### config.mk
export PLATFORM = sky130hd
export DESIGN_NAME = clint_rtc_tick
export DESIGN_NICKNAME = d
export VERILOG_FILES = /design/src/rtl/clint_pkg.sv /design/src/rtl/clint_sync.sv /design/src/rtl/clint_rtc_tick.sv
export SDC_FILE = /design/constraint.sdc
export NUM_CORES = 1
export LEC_CHECK = 0
export CORE_AREA = 3 3 44 46
export CTS_CLUSTER_SIZE = 40
export DETAILED_ROUTE_END_ITERATION = 16
export DIE_AREA = 0 0 47 49
export GPL_TIMING_DRIVEN = 0
export PLACE_DENSITY = 0.83
export SETUP_SLACK_MARGIN = 0.05
export SLEW_MARGIN = 15
export SYNTH_ARGS = -nofsm -noshare
export SYNTH_HDL_FRONTEND = slang
export SYNTH_HIERARCHICAL = 1
export SYNTH_SLANG_ARGS = --single-unit
### constraint.sdc
create_clock -name clk -period 4.1 [get_ports clk]
set_input_delay 0.615 -clock clk [delete_from_list [all_inputs] [get_ports clk]]
set_output_delay 0.615 -clock clk [all_outputs]
set_load 0.01 [all_outputs]
### src/rtl/clint_pkg.sv
// Shared CLINT constants: register map, timebase defaults and
// increment-interface widths used by the tick front-end and mtime stage.
package clint_pkg;

  localparam logic [15:0] MSIP_BASE     = 16'h0000;
  localparam logic [15:0] MTIMECMP_BASE = 16'h4000;
  localparam logic [15:0] MTIME_BASE    = 16'hBFF8;

  localparam int DEF_SYNC_STAGES = 2;
  localparam int DEF_CNT_W       = 8;
  localparam int DEF_PRESC_W     = 16;

  localparam int INC_CNT_W = DEF_CNT_W;

  typedef struct packed {
    logic                 valid;
    logic [INC_CNT_W-1:0] count;
  } inc_t;

endpackage

### src/rtl/clint_sync.sv
// Parametric flop-chain synchroniser for asynchronous timer inputs.
// Ports: clk, reset (async active-low), d (async in), q (synchronised out).
module clint_sync #(
  parameter int STAGES = 2
) (
  input  logic clk,
  input  logic reset,
  input  logic d,
  output logic q
);

  logic [STAGES-1:0] ff;

  always_ff @(posedge clk or negedge reset) begin
    if (!reset) ff <= '0;
    else        ff <= {ff[STAGES-2:0], d};
  end

  assign q = ff[STAGES-1];

endmodule

### src/rtl/clint_rtc_tick.sv
// CLINT timebase front-end: rt_clk edges (or the optional prescaler when
// CLINT_RTC_PRESCALER_EN is defined) become ticks accumulated for mtime.
// Ports: clk, reset (async active-low), rt_clk, en, src_sel, presc_div,
// inc_valid/inc_count/inc_ready (increment handshake), ovf, ovf_clr.
module clint_rtc_tick
  import clint_pkg::*;
#(
  parameter int SYNC_STAGES = DEF_SYNC_STAGES,
  parameter int CNT_W       = DEF_CNT_W,
  parameter int PRESC_W     = DEF_PRESC_W
) (
  input  logic               clk,
  input  logic               reset,
  input  logic               rt_clk,
  input  logic               en,
  input  logic               src_sel,
  input  logic [PRESC_W-1:0] presc_div,
  output logic               inc_valid,
  output logic [CNT_W-1:0]   inc_count,
  input  logic               inc_ready,
  output logic               ovf,
  input  logic               ovf_clr
);

  logic             rt_s;
  logic             prev;
  logic             ev_rtc;
  logic             ev;
  logic             hs;
  logic [CNT_W-1:0] acc;

  clint_sync #(
    .STAGES(SYNC_STAGES)
  ) u_sync (
    .clk  (clk),
    .reset(reset),
    .d    (rt_clk),
    .q    (rt_s)
  );

  // ev_rtc is registered so a rise reaches it SYNC_STAGES+1 cycles later
  always_ff @(posedge clk or negedge reset) begin
    if (!reset) begin
      prev   <= 1'b0;
      ev_rtc <= 1'b0;
    end else begin
      prev   <= rt_s;
      ev_rtc <= rt_s & ~prev;
    end
  end

`ifdef CLINT_RTC_PRESCALER_EN
  logic [PRESC_W-1:0] pc;
  logic               presc_on;
  logic               ev_presc;

  assign presc_on = en & src_sel & (presc_div != '0);
  // >= so that lowering presc_div below pc wraps at once
  assign ev_presc = presc_on & (pc >= presc_div - PRESC_W'(1));

  always_ff @(posedge clk or negedge reset) begin
    if (!reset)        pc <= '0;
    else if (!presc_on) pc <= '0;
    else if (ev_presc)  pc <= '0;
    else                pc <= pc + PRESC_W'(1);
  end

  assign ev = en & (src_sel ? ev_presc : ev_rtc);
`else
  logic unused_presc;
  assign unused_presc = ^{src_sel, presc_div};
  assign ev = en & ev_rtc;
`endif

  assign hs = inc_valid & inc_ready;

  // a tick coinciding with a handshake restarts the count at 1
  always_ff @(posedge clk or negedge reset) begin
    if (!reset) begin
      acc <= '0;
    end else if (hs) begin
      acc <= {{(CNT_W-1){1'b0}}, ev};
    end else if (ev && (acc != '1)) begin
      acc <= acc + CNT_W'(1);
    end
  end

  // set wins over clear
  always_ff @(posedge clk or negedge reset) begin
    if (!reset)                       ovf <= 1'b0;
    else if (ev && !hs && acc == '1)  ovf <= 1'b1;
    else if (ovf_clr)                 ovf <= 1'b0;
  end

  assign inc_valid = (acc != '0);
  assign inc_count = acc;

endmodule

After elaboration in Yosys (flattened, before gate mapping)
Index checks and enable logic that the tools add are counted.
{"block": "totals", "output_inout_bits": 10, "wordCells": 23, "inputBits": 23, "ff_bits": 13}
{"block": "op_classes", "bitwise": 4, "n_mux": 4, "add_sub_neg": 1, "n_reduce_logical": 7, "n_eq_ne": 2}
{"op": "8-bit 2-to-1 mux", "n": 2}
{"op": "8-bit by 1-bit adder with 8-bit output (second input constant)", "n": 1}
{"op": "8-bit == test (second input constant)", "n": 1}
{"op": "8-bit != test (second input constant)", "n": 1}
{"op": "8-bit nonzero test", "n": 1}
{"op": "2-bit nonzero test", "n": 2}
{"op": "1-bit bitwise AND", "n": 3}
{"op": "1-bit logical AND", "n": 3}
{"op": "1-bit 2-to-1 mux", "n": 2}
{"op": "1-bit logical NOT", "n": 1}
{"op": "1-bit inverter", "n": 1}

Longest topological paths before layout
{"block": "depth", "ltp_word": 6, "ltp_mapped": 6, "depth_no_buf": 6}

Modules after synthesis
The synthesis kept the hierarchy.
{"mod": "clint_rtc_tick", "seq_area_each_um2": 275.3, "area_each_um2": 588.1, "cells_each": 56, "n_inst": 1}
{"mod": "clint_sync", "seq_area_each_um2": 50.0, "area_each_um2": 50.0, "cells_each": 2, "n_inst": 1}

Worst setup path before layout
OpenSTA, ideal clock, no wires.
{"block": "synth_path", "path_kind": "flip-flop to flip-flop", "startpoint": "register acc[0] (netlist: inc_count[0])", "endpoint": "register acc[7] (netlist: inc_count[7])", "period_less_slack_ps": 1616, "slack_ps": 2484, "required_ps": 4034, "arrival_time_ps": 1550, "n_path_buf": 0, "stages_incl_launch_ff": 7, "setup_ps": 66, "cell_sequence": "dfrtp_1 -> inv_1 -> ha_1 -> nor4b_4 -> a21boi_2 -> or4_1 -> nand2_1"}
{"block": "synth_between", "elab_chain_cells": 3, "elab_cells_between_ends": 8, "classes_between": "add/sub: 1; eq/ne: 1; mux: 2; bitwise: 1; reduce/logical: 3"}
{"element": "start, declared", "line_no": "clint_rtc_tick.sv:30", "source": "logic [CNT_W-1:0] acc;"}
{"element": "start signal, assigned", "line_no": "clint_rtc_tick.sv:82", "source": "acc <= {{(CNT_W-1){1'b0}}, ev};"}
{"element": "start signal, assigned", "line_no": "clint_rtc_tick.sv:84", "source": "acc <= acc + CNT_W'(1);"}
{"element": "8-bit by 1-bit adder with 8-bit output (tied with other cells)", "line_no": "clint_rtc_tick.sv:84"}
{"element": "8-bit 2-to-1 mux (tied with other cells)", "line_no": "clint_rtc_tick.sv:83", "source": "end else if (ev && (acc != '1)) begin"}
{"element": "8-bit 2-to-1 mux / 2-bit nonzero test (equally long branches)"}
Several ways; a longest one is shown, not always the timed one. The select of a mux whose other input is x is not followed.
A chain may end at the register's enable or synchronous reset.

Worst setup path after layout
{"block": "layout_path", "startpoint": "register acc[0] (netlist: inc_count[0])", "endpoint": "output port inc_valid"}
{"block": "layout_between", "elab_chain_cells": 1}
{"element": "8-bit nonzero test", "line_no": "clint_rtc_tick.sv:95", "source": "assign inc_valid = (acc != '0);"}
{"element": "end, declared", "line_no": "clint_rtc_tick.sv:18", "source": "output logic inc_valid,"}
Every way passes these cells.

==> reports/metrics.csv <==
stage;metric;value;unit
setup_path;Crit path arrival time;1760;ps
clock_tree;Setup Fix Bufs, Post-CTS;0;
timing;Fin. Hold Viols;0;
timing;RSZ-0062 raised after global routing;false;
setup_path;worst-path maximum fanout;6;
floorplanning;Die H;49;microns
timing;Max-slew headroom;60.8;%
global_route;gr ovfl total;0;
floorplanning;core footprint;1540;sq um
setup_path;worst endpoint required time;3480;ps
placed_design;Post-DP HPWL;955;microns
floorplanning;area of the die;2300;sq um
placed_design;Final Wtd Congestion;0.804;
clock_tree;root buffer cell;clkbuf_4;
final_layout;number of diodes;0;
drt;DRC errors left;0;
yosys;Seq/Total Area, Yosys;51.0;%
drt;via count;506;
setup_path;Buf+Inv Stages, Crit Path;2;
yosys;#FFs+latches synth;13;
outcome;status;finished, final reports clean;
clock_tree;Sink Count;13;
setup_path;Crit-path slowest cell;clkdlybuf4s50_1;
final_layout;most frequent cells in the layout;clkdlybuf4s50_1 (15), dfrtp_1 (13), nor2_1 (7), nand2_1 (5);
yosys;post-synth net total;83;
global_route;GRT Total Usage;13.4;%
power;VDD IR max;0.181;mV
final_layout;fraction of layout cells with a size suffix above 1;10.4;%
clock_tree;Clk Latency, worst-skew pair;280;ps
drt;Avg Vias per Cell;5.44;
floorplanning;Starting Density;41.4;%
setup_path;family with the most delay on the worst path;buffers and inverters;
floorplanning;FP Rows;14;
global_route;initial antenna violation count;0;
timing;period utilization;58.0;%
timing;WHS;360;ps
setup_path;CP peak stage delay;490;ps
final_layout;post-route insts no fill;93;
global_route;global-route wire length before repair;2190;microns
placed_design;Placed Cells;89;
setup_path;CP Launch Type;register;
clock_tree;cts bufs inserted;3;
placed_design;I/O Buffers;15;
global_route;via count of the first global-routing pass;481;
setup_path;CP Cell Sequence;inv_1 -> ha_1 -> nor4b_4 -> nand2_1 -> clkdlybuf4s50_1;
clock_tree;CTS max path bufs;2;
final_layout;Storage cell area;325;sq um
final_layout;fillers;140;
timing;Worst Tran Pin Value;586;ps
timing;final setup fails;0;
drt;Final ANT Viol Nets;0;
final_layout;commonest non-fill, non-tap cell in the layout;clkdlybuf4s50_1;
setup_path;critical path capture point type;output pin;
clock_tree;htree depth;1;
timing;max-slew violations;0;
floorplanning;die width;47;microns
yosys;Synth cell types;26;
power;LEAKAGE;0.372;nW
final_layout;final net count;103;
setup_path;Setup CP Type;reg -> out;
yosys;synthesis warning total;6;
drt;routed wire length;1250;microns
timing;Highest Clock Rate;420;MHz
timing;setup TNS;0;ps
global_route;largest net degree at the start of global routing;14;
yosys;Syn Inst Count;58;
final_layout;Synth-to-Final Area Change;31.0;%
yosys;Mean Syn Cell Area;11.0;sq um
drt;drt pass-1 iters;2;
min_path;Tightest Hold Check Type;reg -> reg;
timing;Final Critical Period;2380;ps
floorplanning;# IOs;33;
clock_tree;CTS tree;yes;
final_layout;area taken by multi-input logic gates;298;sq um
yosys;Cell Area, Synth;638;sq um
drt;Iteration-0 DRC Markers;4;
clock_tree;Hold Buf Count CTS;0;
drt;Wirelength per Cell;13.5;microns
power;PwrDens;418;nW/um^2
run;max-cap viol count;0;
clock_tree;CTS clk-pin slew, worst paths;80;ps
clock_tree;PostCTS Resize Cnt;0;
timing;skew final;3.46;ps
==> power by group <==
part,internal (W),total [W],switching (W)
Combinational,0.0000647,0.000116,0.0000512
Clock,0.0000362,0.0000795,0.0000432
Sequential,0.000139,0.000154,0.0000144
Total,0.000240,0.000349,0.000109
==> synth_stat cells <==
cell type	number	area [sq um]
dfrtp_1	13	325
nor2_1	7	26.3
nand2_1	5	18.8
inv_1	4	15.0
xor2_1	4	35.0
ha_1	2	25.0
o2111ai_1	2	17.5
o211ai_1	2	15.0
o21ai_0	2	10.0
a21boi_2	1	11.3
a32o_1	1	10.0
and2_0	1	6.26
and2_2	1	7.51
and2b_1	1	7.51
and4_2	1	10.0
mux2i_1	1	10.0
nand3_1	1	5.00
nand4_1	1	6.26
nand4bb_1	1	11.3
nor2b_1	1	6.26
nor3_1	1	5.00
nor4b_4	1	23.8
o21bai_1	1	7.51
o22ai_1	1	6.26
or4_1	1	7.51
xnor2_1	1	8.76
==> registers in the layout, summed over array words and instances, names as in the netlist <==
signal and count:
ovf 1, u_sync/ff 2, inc_count 8, prev 1
ev_rtc 1
==> path summary, 6_finish.rpt <==
path                       slack, ps          from           end  cells after the start
min in group asynchronous        700         reset          prev                      1
hold / removal                   360  u_sync/ff[0]  u_sync/ff[1]                      0
hold reg to reg                  360  u_sync/ff[0]  u_sync/ff[1]                      0
max in group asynchronous       3020         reset  inc_count[5]                      1
setup / recovery                1720  inc_count[0]     inc_valid                      5
setup reg to reg                2370  inc_count[0]  inc_count[7]                      5
==> cells by family after synthesis <==
group / Yosys count / share of synthesized area [%]
DFF: 13 / 51.0
buffers and inverters: 4 / 2.35
xor gates and xnor gates: 5 / 6.86
adders and majority gates: 2 / 3.92
muxes: 1 / 1.57
and+or+nand+nor: 23 / 22.2
AOI/OAI and AO/OA: 10 / 12.2
==> routing by layer <==
| layer | up-vias | track usage, % | routed length [microns] |
|---|---|---|---|
| met1 | 245 | 17.5 | 562 |
| li1 | 244 | - | - |
| met4 | 0 | 5.53 | 19 |
| met2 | 13 | 18.3 | 579 |
| met5 | - | 0 | 0 |
| met3 | 4 | 6.64 | 91 |
==> stage by stage <==
step / total power, W / worst slack [ps] / area, sq um / util, %
finish: 0.000349 / 1720 / 836 / 54.2
global route: 0.000370 / 1630 / 836 / 54.2
CTS: 0.000355 / 1690 / 836 / 54.2
detailed placement: 0.000274 / 2010 / 808 / 52.4
global placement: 0.000268 / 2040 / 808 / 52.4
floorplan: 0.000218 / 2480 / 638 / -
==> area by class of cell <==
type,instances,share of cell area (%)
clock buffer,3,2.69
clock inverter,1,0.599
inverter,4,1.80
multi-input combinational,41,35.6
sequential,13,38.9
tap,16,2.40
timing repair buffer,15,18.0
Power figures use the tool's default switching activity.
